$ cat config.mk
export PLATFORM = sky130hd
export DESIGN_NAME = regbank_seq
export DESIGN_NICKNAME = d
export VERILOG_FILES = /design/src/rtl/regbank_seq.sv
export SDC_FILE = /design/constraint.sdc
export NUM_CORES = 1
export LEC_CHECK = 0
export CORE_ASPECT_RATIO = 0.9
export CORE_UTILIZATION = 30
export DETAILED_ROUTE_END_ITERATION = 12
export GPL_TIMING_DRIVEN = 1
export PLACE_DENSITY = 0.67
export REMOVE_ABC_BUFFERS = 1
export SLEW_MARGIN = 20
export SYNTH_ARGS = -nofsm -noshare
export SYNTH_HDL_FRONTEND = slang
export SYNTH_SLANG_ARGS = --single-unit
export TNS_END_PERCENT = 50
$ cat constraint.sdc
create_clock -name clk -period 1.48 [get_ports clk]
set_input_delay 0.148 -clock clk [delete_from_list [all_inputs] [get_ports clk]]
set_output_delay 0.148 -clock clk [all_outputs]
set_load 0.01 [all_outputs]
$ cat src/rtl/regbank_seq.sv
// Round-robin sequencer for a bank of tri-state registers: grants one of two
// requesters, drives both read buses for two cycles, then loads the destination.
module regbank_seq #(
    parameter int NREG = 8,
    parameter int AW   = 3
) (
    input  logic            clk,
    input  logic            reset,
    input  logic [1:0]      req,
    input  logic [AW-1:0]   srca0,
    input  logic [AW-1:0]   srcb0,
    input  logic [AW-1:0]   dst0,
    input  logic            wr0,
    input  logic [AW-1:0]   srca1,
    input  logic [AW-1:0]   srcb1,
    input  logic [AW-1:0]   dst1,
    input  logic            wr1,
    output logic [NREG-1:0] ld,
    output logic [NREG-1:0] oea,
    output logic [NREG-1:0] oeb,
    output logic [1:0]      ack,
    output logic            busy,
    output logic            gnt_id
);

    typedef enum logic [1:0] {
        IDLE  = 2'd0,
        READ  = 2'd1,
        WRITE = 2'd2
    } state_t;

    localparam logic [NREG-1:0] ONE = {{(NREG-1){1'b0}}, 1'b1};

    state_t        state_q, state_d;
    logic          rr_ptr_q, rr_ptr_d;
    logic [AW-1:0] srca_q, srca_d;
    logic [AW-1:0] srcb_q, srcb_d;
    logic [AW-1:0] dst_q, dst_d;
    logic          wr_q, wr_d;
    logic          gnt_q, gnt_d;
    logic          winner;

    always_ff @(posedge clk or negedge reset) begin
        if (!reset) begin
            state_q  <= IDLE;
            rr_ptr_q <= 1'b0;
            srca_q   <= '0;
            srcb_q   <= '0;
            dst_q    <= '0;
            wr_q     <= 1'b0;
            gnt_q    <= 1'b0;
        end else begin
            state_q  <= state_d;
            rr_ptr_q <= rr_ptr_d;
            srca_q   <= srca_d;
            srcb_q   <= srcb_d;
            dst_q    <= dst_d;
            wr_q     <= wr_d;
            gnt_q    <= gnt_d;
        end
    end

    // With both requesting, the pointer picks; otherwise the lone requester wins.
    always_comb begin
        winner = (req[0] && req[1]) ? rr_ptr_q : req[1];
    end

    always_comb begin
        state_d  = state_q;
        rr_ptr_d = rr_ptr_q;
        srca_d   = srca_q;
        srcb_d   = srcb_q;
        dst_d    = dst_q;
        wr_d     = wr_q;
        gnt_d    = gnt_q;
        case (state_q)
            IDLE: begin
                if (|req) begin
                    gnt_d    = winner;
                    rr_ptr_d = ~winner;
                    srca_d   = winner ? srca1 : srca0;
                    srcb_d   = winner ? srcb1 : srcb0;
                    dst_d    = winner ? dst1  : dst0;
                    wr_d     = winner ? wr1   : wr0;
                    state_d  = READ;
                end
            end
            READ:    state_d = WRITE;
            WRITE:   state_d = IDLE;
            default: state_d = IDLE;
        endcase
    end

    // Outputs come only from registered state, so reset clears them at once.
    always_comb begin
        ld     = '0;
        oea    = '0;
        oeb    = '0;
        ack    = 2'b00;
        busy   = 1'b0;
        gnt_id = gnt_q;
        if (state_q == READ || state_q == WRITE) begin
            busy = 1'b1;
            oea  = ONE << srca_q;
            oeb  = ONE << srcb_q;
        end
        if (state_q == WRITE) begin
            ack = gnt_q ? 2'b10 : 2'b01;
            if (wr_q) begin
                ld = ONE << dst_q;
            end
        end
    end

endmodule

## Yosys cells after proc, flatten, opt, wreduce, memory -nomap -nowiden

Index checks and enable logic that the tools add are counted.

- Logic and storage cells: 33
- Register bits after elaboration: 14
- Output and inout port bits: 28

- Bitwise gates (word level): 1
- Reduce and logical (&&, ||, !) cells: 5
- Shift operators: 3
- Equality and inequality tests: 3
- Mux-type cells: 14

Operators by type and width:

| kind | number |
|---|---|
| 8-bit 2-to-1 mux | 4 |
| 1-bit by 3-bit left shift with 8-bit output (first input constant) | 3 |
| 3-bit 2-to-1 mux | 3 |
| 2-bit 2-to-1 mux | 3 |
| 2-bit case mux with 2 select lines | 1 |
| 1-bit 2-to-1 mux | 3 |
| 2-bit by 1-bit equality test with 1-bit output (second input constant) | 1 |
| 2-bit equality test (second input constant) | 1 |
| 2-bit logical NOT | 1 |
| 2-bit inequality test (second input constant) | 1 |
| 2-bit AND reduction | 1 |
| 2-bit OR reduction | 1 |
| 1-bit logical AND | 1 |
| 1-bit logical OR | 1 |
| 1-bit NOT | 1 |

## Logic depth before layout (Yosys ltp)

Gate-level depths: netlist of the first run.

- Word-level depth: 3
- Gate-level depth with buffers: 6
- Mapped depth without buffers: 5

## Worst setup path after synthesis of the first run

No wires, ideal clock.

- Path kind: register to output
- Start point: reg state_q[0]
- End point: out ld[0]
- Cell stages (with the launch flop): 5
- Setup slack: 30 ps
- Data required time: 1332 ps
- Arrival: 1302 ps
- Path buffers: 0
- Path through: dfrtp_1 -> inv_1 -> ha_1 -> or3b_2 -> nor2_1

- Word-level cells in the longest chain between the ends: 2

RTL lines:

| what | line | RTL |
|---|---|---|
| start: declaration | 34 | `state_t state_q, state_d;` |
| start signal: assignment | 53 | `state_q <= state_d;` |
| 2-bit equality test | 107 | `if (state_q == WRITE) begin` |
| 8-bit 2-to-1 mux | 107 |  |
| end: declaration | 18 | `output logic [NREG-1:0] ld,` |

No other way between the ends.

## Worst setup path in the final report of the first run

- Start point: reg state_q[0]
- End point: out oea[4]

- Word-level cells in the longest chain between the ends: 3
- Elaborated cells between the ends (all ways): 4
- Classes of those cells: 2 x eq/ne; 1 x mux; 1 x reduce/logical

RTL lines:

| what | line | RTL |
|---|---|---|
| 2-bit by 1-bit equality test with 1-bit output or 2-bit equality test (tied branches) | 102 | `if (state_q == READ \|\| state_q == WRITE) begin` |
| 1-bit logical OR * | 102 |  |
| 8-bit 2-to-1 mux * | 102 |  |
| end: declaration | 19 | `output logic [NREG-1:0] oea,` |

Mark *: on every way between the ends. The rest lies on a longest branch, timed or not.

==> results.txt, run 1 <==
Status -> complete, but fails checks
Failing checks -> setup timing
DP Worst Slack -> -419 ps
Seq cells post-synth -> 14
CP endpoint kind -> output port
Commonest cells after routing, fill and taps aside -> 27 x buf_2, 24 x clkdlybuf4s50_1, 14 x dfrtp_1, 10 x nor2_1, 10 x a221o_1
Min-delay worst type -> input port to async pin
Routed wire length -> 2450 µm
Crit. Startpoint -> state_q[0]
Clock Root Buffer -> clkbuf_4
Tmin final -> 1650 ps
Mapped Area -> 853 µm²
Max Freq -> 605 MHz
CORE AREA -> 2570 µm²
HPWL Detailed -> 1900 µm
Clock skew -> 1.96 ps
Detailed router's first-iteration violation count -> 32
ANT cells -> 0
Worst path bufs/invs -> 3
CTS clk-pin slew, worst paths -> 80 ps
Via count -> 911
Worst slew pin tran -> 328 ps
CTS buffer count -> 3
Die Span Y -> 52.6 µm
H-tree Lvls -> 1
Critical path class -> register to output port
Hold Fails Final Rpt -> 0
Vias/cell -> 4.65
Crit-path max FO -> 5
Min Hold Slack -> 182 ps
Placed cell count -> 192
# rows -> 17
Final worst slack -> -174 ps
Die X -> 58.2 µm
Number of remaining DRC errors -> 0
Number of global-route vias before repair -> 883
First-pass GRT wire length -> 3870 µm
Dominant cell type by area after synthesis -> dfrtp_1
Final GP Congestion -> 0.799
Rel. slew slack -> 78.0%
Largest net degree at the start of global routing -> 15
PwrDens -> 1850 nW/µm²
Final Non-Filler Cells -> 196
Clk Latency, worst-skew pair -> 280 ps
Synth unique cells -> 22
Max Cap Violations -> 0
Total die area -> 3060 µm²
Pins Over Slew Limit -> 0
# nets final -> 187
Unrepaired setup endpoints after global routing -> yes
DR pass1 iterations -> 4
Syn-to-layout area delta -> 73.5%
Share of layout cells above drive strength 1 -> 45.6%
Final ANT Viol Nets -> 0
Buffers on Ports -> 51
Initial Utilization -> 33.2%
Req. time, crit path -> 1330 ps
Worst path slowest cell -> dfrtp_1
Syn Area/Cell -> 8.89 µm²
CTS tree -> done
Critical path's largest stage delay -> 370 ps
Clk buf depth -> 2
Final setup violation count -> 24
Share of the synthesized area in the top cell type -> 41.1%
Leakage -> 0.699 nW
IO Pins -> 52
Crit path max-delay family -> flip-flops
Filler cell count in the final layout -> 243
CP Cell Sequence -> inv_2, buf_4, ha_4, nand2_4, nor3_2, buf_2
R2r startpoint -> state_q[0]
Area contributors post-synth -> dfrtp_1 41%, a221o_1 12%, nor2_1 8.4%, and2_0 5.9%, nand2b_1 5.1%
Initial antenna violation count -> 0
Worst vdd ir -> 0.000781 V
Share of the yosys chip area belonging to registers -> 41.1%
Period utilisation layout -> 112%
Total global-route track usage -> 16.9%
Mapped Cells -> 96
GRT overflow -> 0
Total number of yosys warnings -> 0
WP data arrival -> 1510 ps
Worst setup SP type -> register
Most common cell after layout, fill and taps aside -> buf_2
Wire per inst -> 12.5 µm
CTS sink cnt -> 14
## worst reg2reg max path: cells and delay by family, from the launching register on
kind            cells  cell delay [ps]
compound gates      2              370
fa+ha+maj           1              180
buf+inv             3              340
flops               1              370
simple gates        1               70
## cell usage after synthesis
library cell,n
nand2_1,9
a21o_2,2
nand3b_1,1
mux2_2,1
dfrtp_1,14
nor3_1,6
ha_1,3
nand3_1,1
o21ai_2,1
and2_0,8
buf_6,1
nor2_1,19
inv_1,3
a221o_1,10
or3b_2,1
nand2b_1,7
buf_2,2
a21oi_1,2
nor2b_1,1
a21boi_0,1
and2_2,2
and2_1,1
## power by group
part / switching, mW / leakage, nW / internal (mW)
Clock: 0.120 / 0.0138 / 0.0943
Sequential: 0.195 / 0.173 / 0.569
Combinational: 0.844 / 0.513 / 0.911
Total: 1.16 / 0.699 / 1.57
## layer usage
metal	wire length [µm]	track usage [%]
met5	0	0
met4	23	3.17
met3	146	6.17
met2	1160	28.2
met1	1130	21.0
## logic make-up (layout without fill, tap and decap cells)
kind of cell,Yosys count,count (layout),synth area share [%]
compound gates,16,16,16.9
fa+ha+maj,3,3,4.40
buf+inv,6,68,3.81
flops,14,14,41.1
mux,1,1,1.32
simple gates,56,56,32.6
## final timing paths
| kind | cells past startpoint | slack (ps) | end |
|---|---|---|---|
| min in group clk | 2 | 480 | srcb_q[1] |
| max in group asynchronous | 2 | 1130 | rr_ptr_q |
| worst max register to register | 7 | 50 | dst_q[2] |
| worst min-delay path | 2 | 180 | srcb_q[0] |
| worst min register to register | 1 | 530 | gnt_id |
| worst max-delay path | 6 | -170 | oea[4] |
## cell type report
cell class / instances / area, µm² / area share, %
Multi-Input combinational cell: 76 / 583 / 39.4
Timing Repair Buffer: 62 / 465 / 31.4
Sequential cell: 14 / 350 / 23.7
Tap cell: 38 / 47.5 / 3.21
Clock buffer: 3 / 22.5 / 1.52
Inverter: 3 / 11.3 / 0.761
## timing repair
| action | CTS | global route |
|---|---|---|
| hold endpoints to repair | 0 | 0 |
| gates resized for setup | 123 | 19 |
| gates cloned | 0 | 0 |
| setup buffers | 1 | 0 |
| pin swaps | 15 | 7 |
| endpoints found under the setup margin | 37 | 37 |
| hold buffers | 0 | 0 |
## state kept, by name, summed over array words and instances, names as in the netlist
register / count
dst_q: 3
gnt_id: 1
rr_ptr_q: 1
srca_q: 3
srcb_q: 3
state_q: 2
wr_q: 1
## per-stage QoR
step                area, µm²  setup TNS (ps)  utilization (%)  power (mW)
finish                   1480           -2600             57.5        2.73
global route             1480           -4830             57.5        2.96
CTS                      1430           -3050             55.6        2.64
detailed placement       1470           -6090             56.9        2.30
global placement         1470           -5120             56.9        2.27
floorplan                 832               0                -        1.54
(Power assumes the default switching activity.)
==> run 2, diff against run 1 <==
- CORE_ASPECT_RATIO: 0.9 -> 1.5
- CTS_BUF_LIST: unset -> sky130_fd_sc_hd__clkbuf_4 sky130_fd_sc_hd__clkbuf_8 sky130_fd_sc_hd__clkbuf_16
- MAX_ROUTING_LAYER: unset -> met4
==> results.txt, run 2 (same netlist as run 1, synthesis figures left out) <==
Max Freq -> 603 MHz
Die Span Y -> 67.3 µm
Worst setup SP type -> register
Final worst slack -> -177 ps
Power, Total -> 3.14 mW
HPWL Detailed -> 1910 µm
Total global-route track usage -> 19.9%
Final TNS setup -> -940 ps
Final setup violation count -> 23
Total die area -> 3070 µm²
Vias/cell -> 5.01
First-pass GRT wire length -> 4220 µm
R2r startpoint -> state_q[0]
Worst vdd ir -> 0.000907 V
CTS Hold Bufs -> 0
Final Non-Filler Cells -> 204
Unrepaired setup endpoints after global routing -> yes
Buffers on Ports -> 51
Clock Root Buffer -> clkbuf_8
Initial antenna violation count -> 0
CORE AREA -> 2680 µm²
Min-delay worst type -> input port to async pin
Util after Layout -> 61.2%
Number of global-route vias before repair -> 953
Leakage -> 0.766 nW
Final ANT Viol Nets -> 0
Clock skew -> 3.78 ps
Largest net degree at the start of global routing -> 15
Share of layout cells above drive strength 1 -> 50.3%
CTS clk-pin slew, worst paths -> 60 ps
Critical path class -> register to output port
Rel. slew slack -> 76.1%
CTS tree -> done
Pins Over Slew Limit -> 0
# rows -> 23
H-tree Lvls -> 1
Commonest cells after routing, fill and taps aside -> 25 x buf_2, 24 x clkdlybuf4s50_1, 14 x dfrtp_1, 14 x buf_4, 11 x nor2_1
Routed wire length -> 3000 µm
DP Worst Slack -> -398 ps
Period utilisation layout -> 112%
CP endpoint kind -> output port
Req. time, crit path -> 1330 ps
Placed cell count -> 190
R2R depth -> 6
Syn-to-layout area delta -> 92.1%
Failing checks -> setup timing
Crit-path max FO -> 3
Initial Utilization -> 31.9%
Wire per inst -> 14.7 µm
Tmin final -> 1660 ps
PwrDens -> 1920 nW/µm²
Via count -> 1022
Worst r2r dst -> dst_q[2]
CTS sink cnt -> 14
Largest regs -> dst_q x3, srca_q x3, srcb_q x3
Detailed router's first-iteration violation count -> 22
Number of remaining DRC errors -> 0
Final GP Congestion -> 0.875
Max Cap Violations -> 0
DR pass1 iterations -> 4
IO Pins -> 52
Most common cell after layout, fill and taps aside -> buf_2
WP data arrival -> 1510 ps
Die X -> 45.5 µm
# nets final -> 196
Worst reg2reg setup slack -> 30 ps
GRT overflow -> 0
Hold Fails Final Rpt -> 0
Status -> complete, but fails checks
Clk buf depth -> 2
ANT cells -> 0
CTS buffer count -> 3
Clk Latency, worst-skew pair -> 240 ps
Worst slew pin tran -> 358 ps
run 2: cell type report:
cell class                      instances  area, µm²
Fill cell                             231       1040
Inverter                                3       11.3
Clock buffer                            3       41.3
Sequential cell                        14        350
Tap cell                               37       46.3
Timing Repair Buffer                   70        543
Multi-Input combinational cell         77        647
run 2: stage by stage:
stage / instance area, µm² / hold slack [ps]
after floorplan: 832 / -148
after global placement: 1460 / 481
after detailed placement: 1460 / 483
after CTS: 1490 / 225
after global routing: 1640 / 238
final: 1640 / 222
run 2: report_power, final:
part	internal, mW	switching [mW]
Clock	0.180	0.128
Combinational	1.04	0.974
Sequential	0.570	0.249
run 2: worst max-delay path by stage:
stage	to	from
2_1_floorplan	dst_q[0]	state_q[0]
3_3_place_gp	ld[0]	state_q[0]
3_5_place_dp	ld[0]	state_q[0]
4_1_cts	ld[4]	state_q[0]
5_1_grt	ld[4]	state_q[0]
6_report	ld[0]	state_q[0]
run 2: critical path, cell delays in order (launching register included):
cell     delay [ps]
dfrtp_1         400
inv_2           120
ha_4            150
or3b_4          380
nor2_1           90
buf_2           130
run 2: repair_timing:
action / CTS / global route
setup endpoints to repair: 38 / 38
pin swaps: 13 / 14
cloned: 0 / 2
resized for setup: 126 / 26
buffers inserted: 4 / 5
run 2: metal layers:
layer	global-route usage, %	routed length [µm]
met2	35.9	1780
met4	10.6	46
met3	3.48	106
met1	19.2	1070
met5	-	0
==> run 3, diff against run 2 <==
- SLEW_MARGIN: 20 -> 0
==> results of run 3 <==
Same layout as run 2: the final DEF is identical, and so are final timing and power.
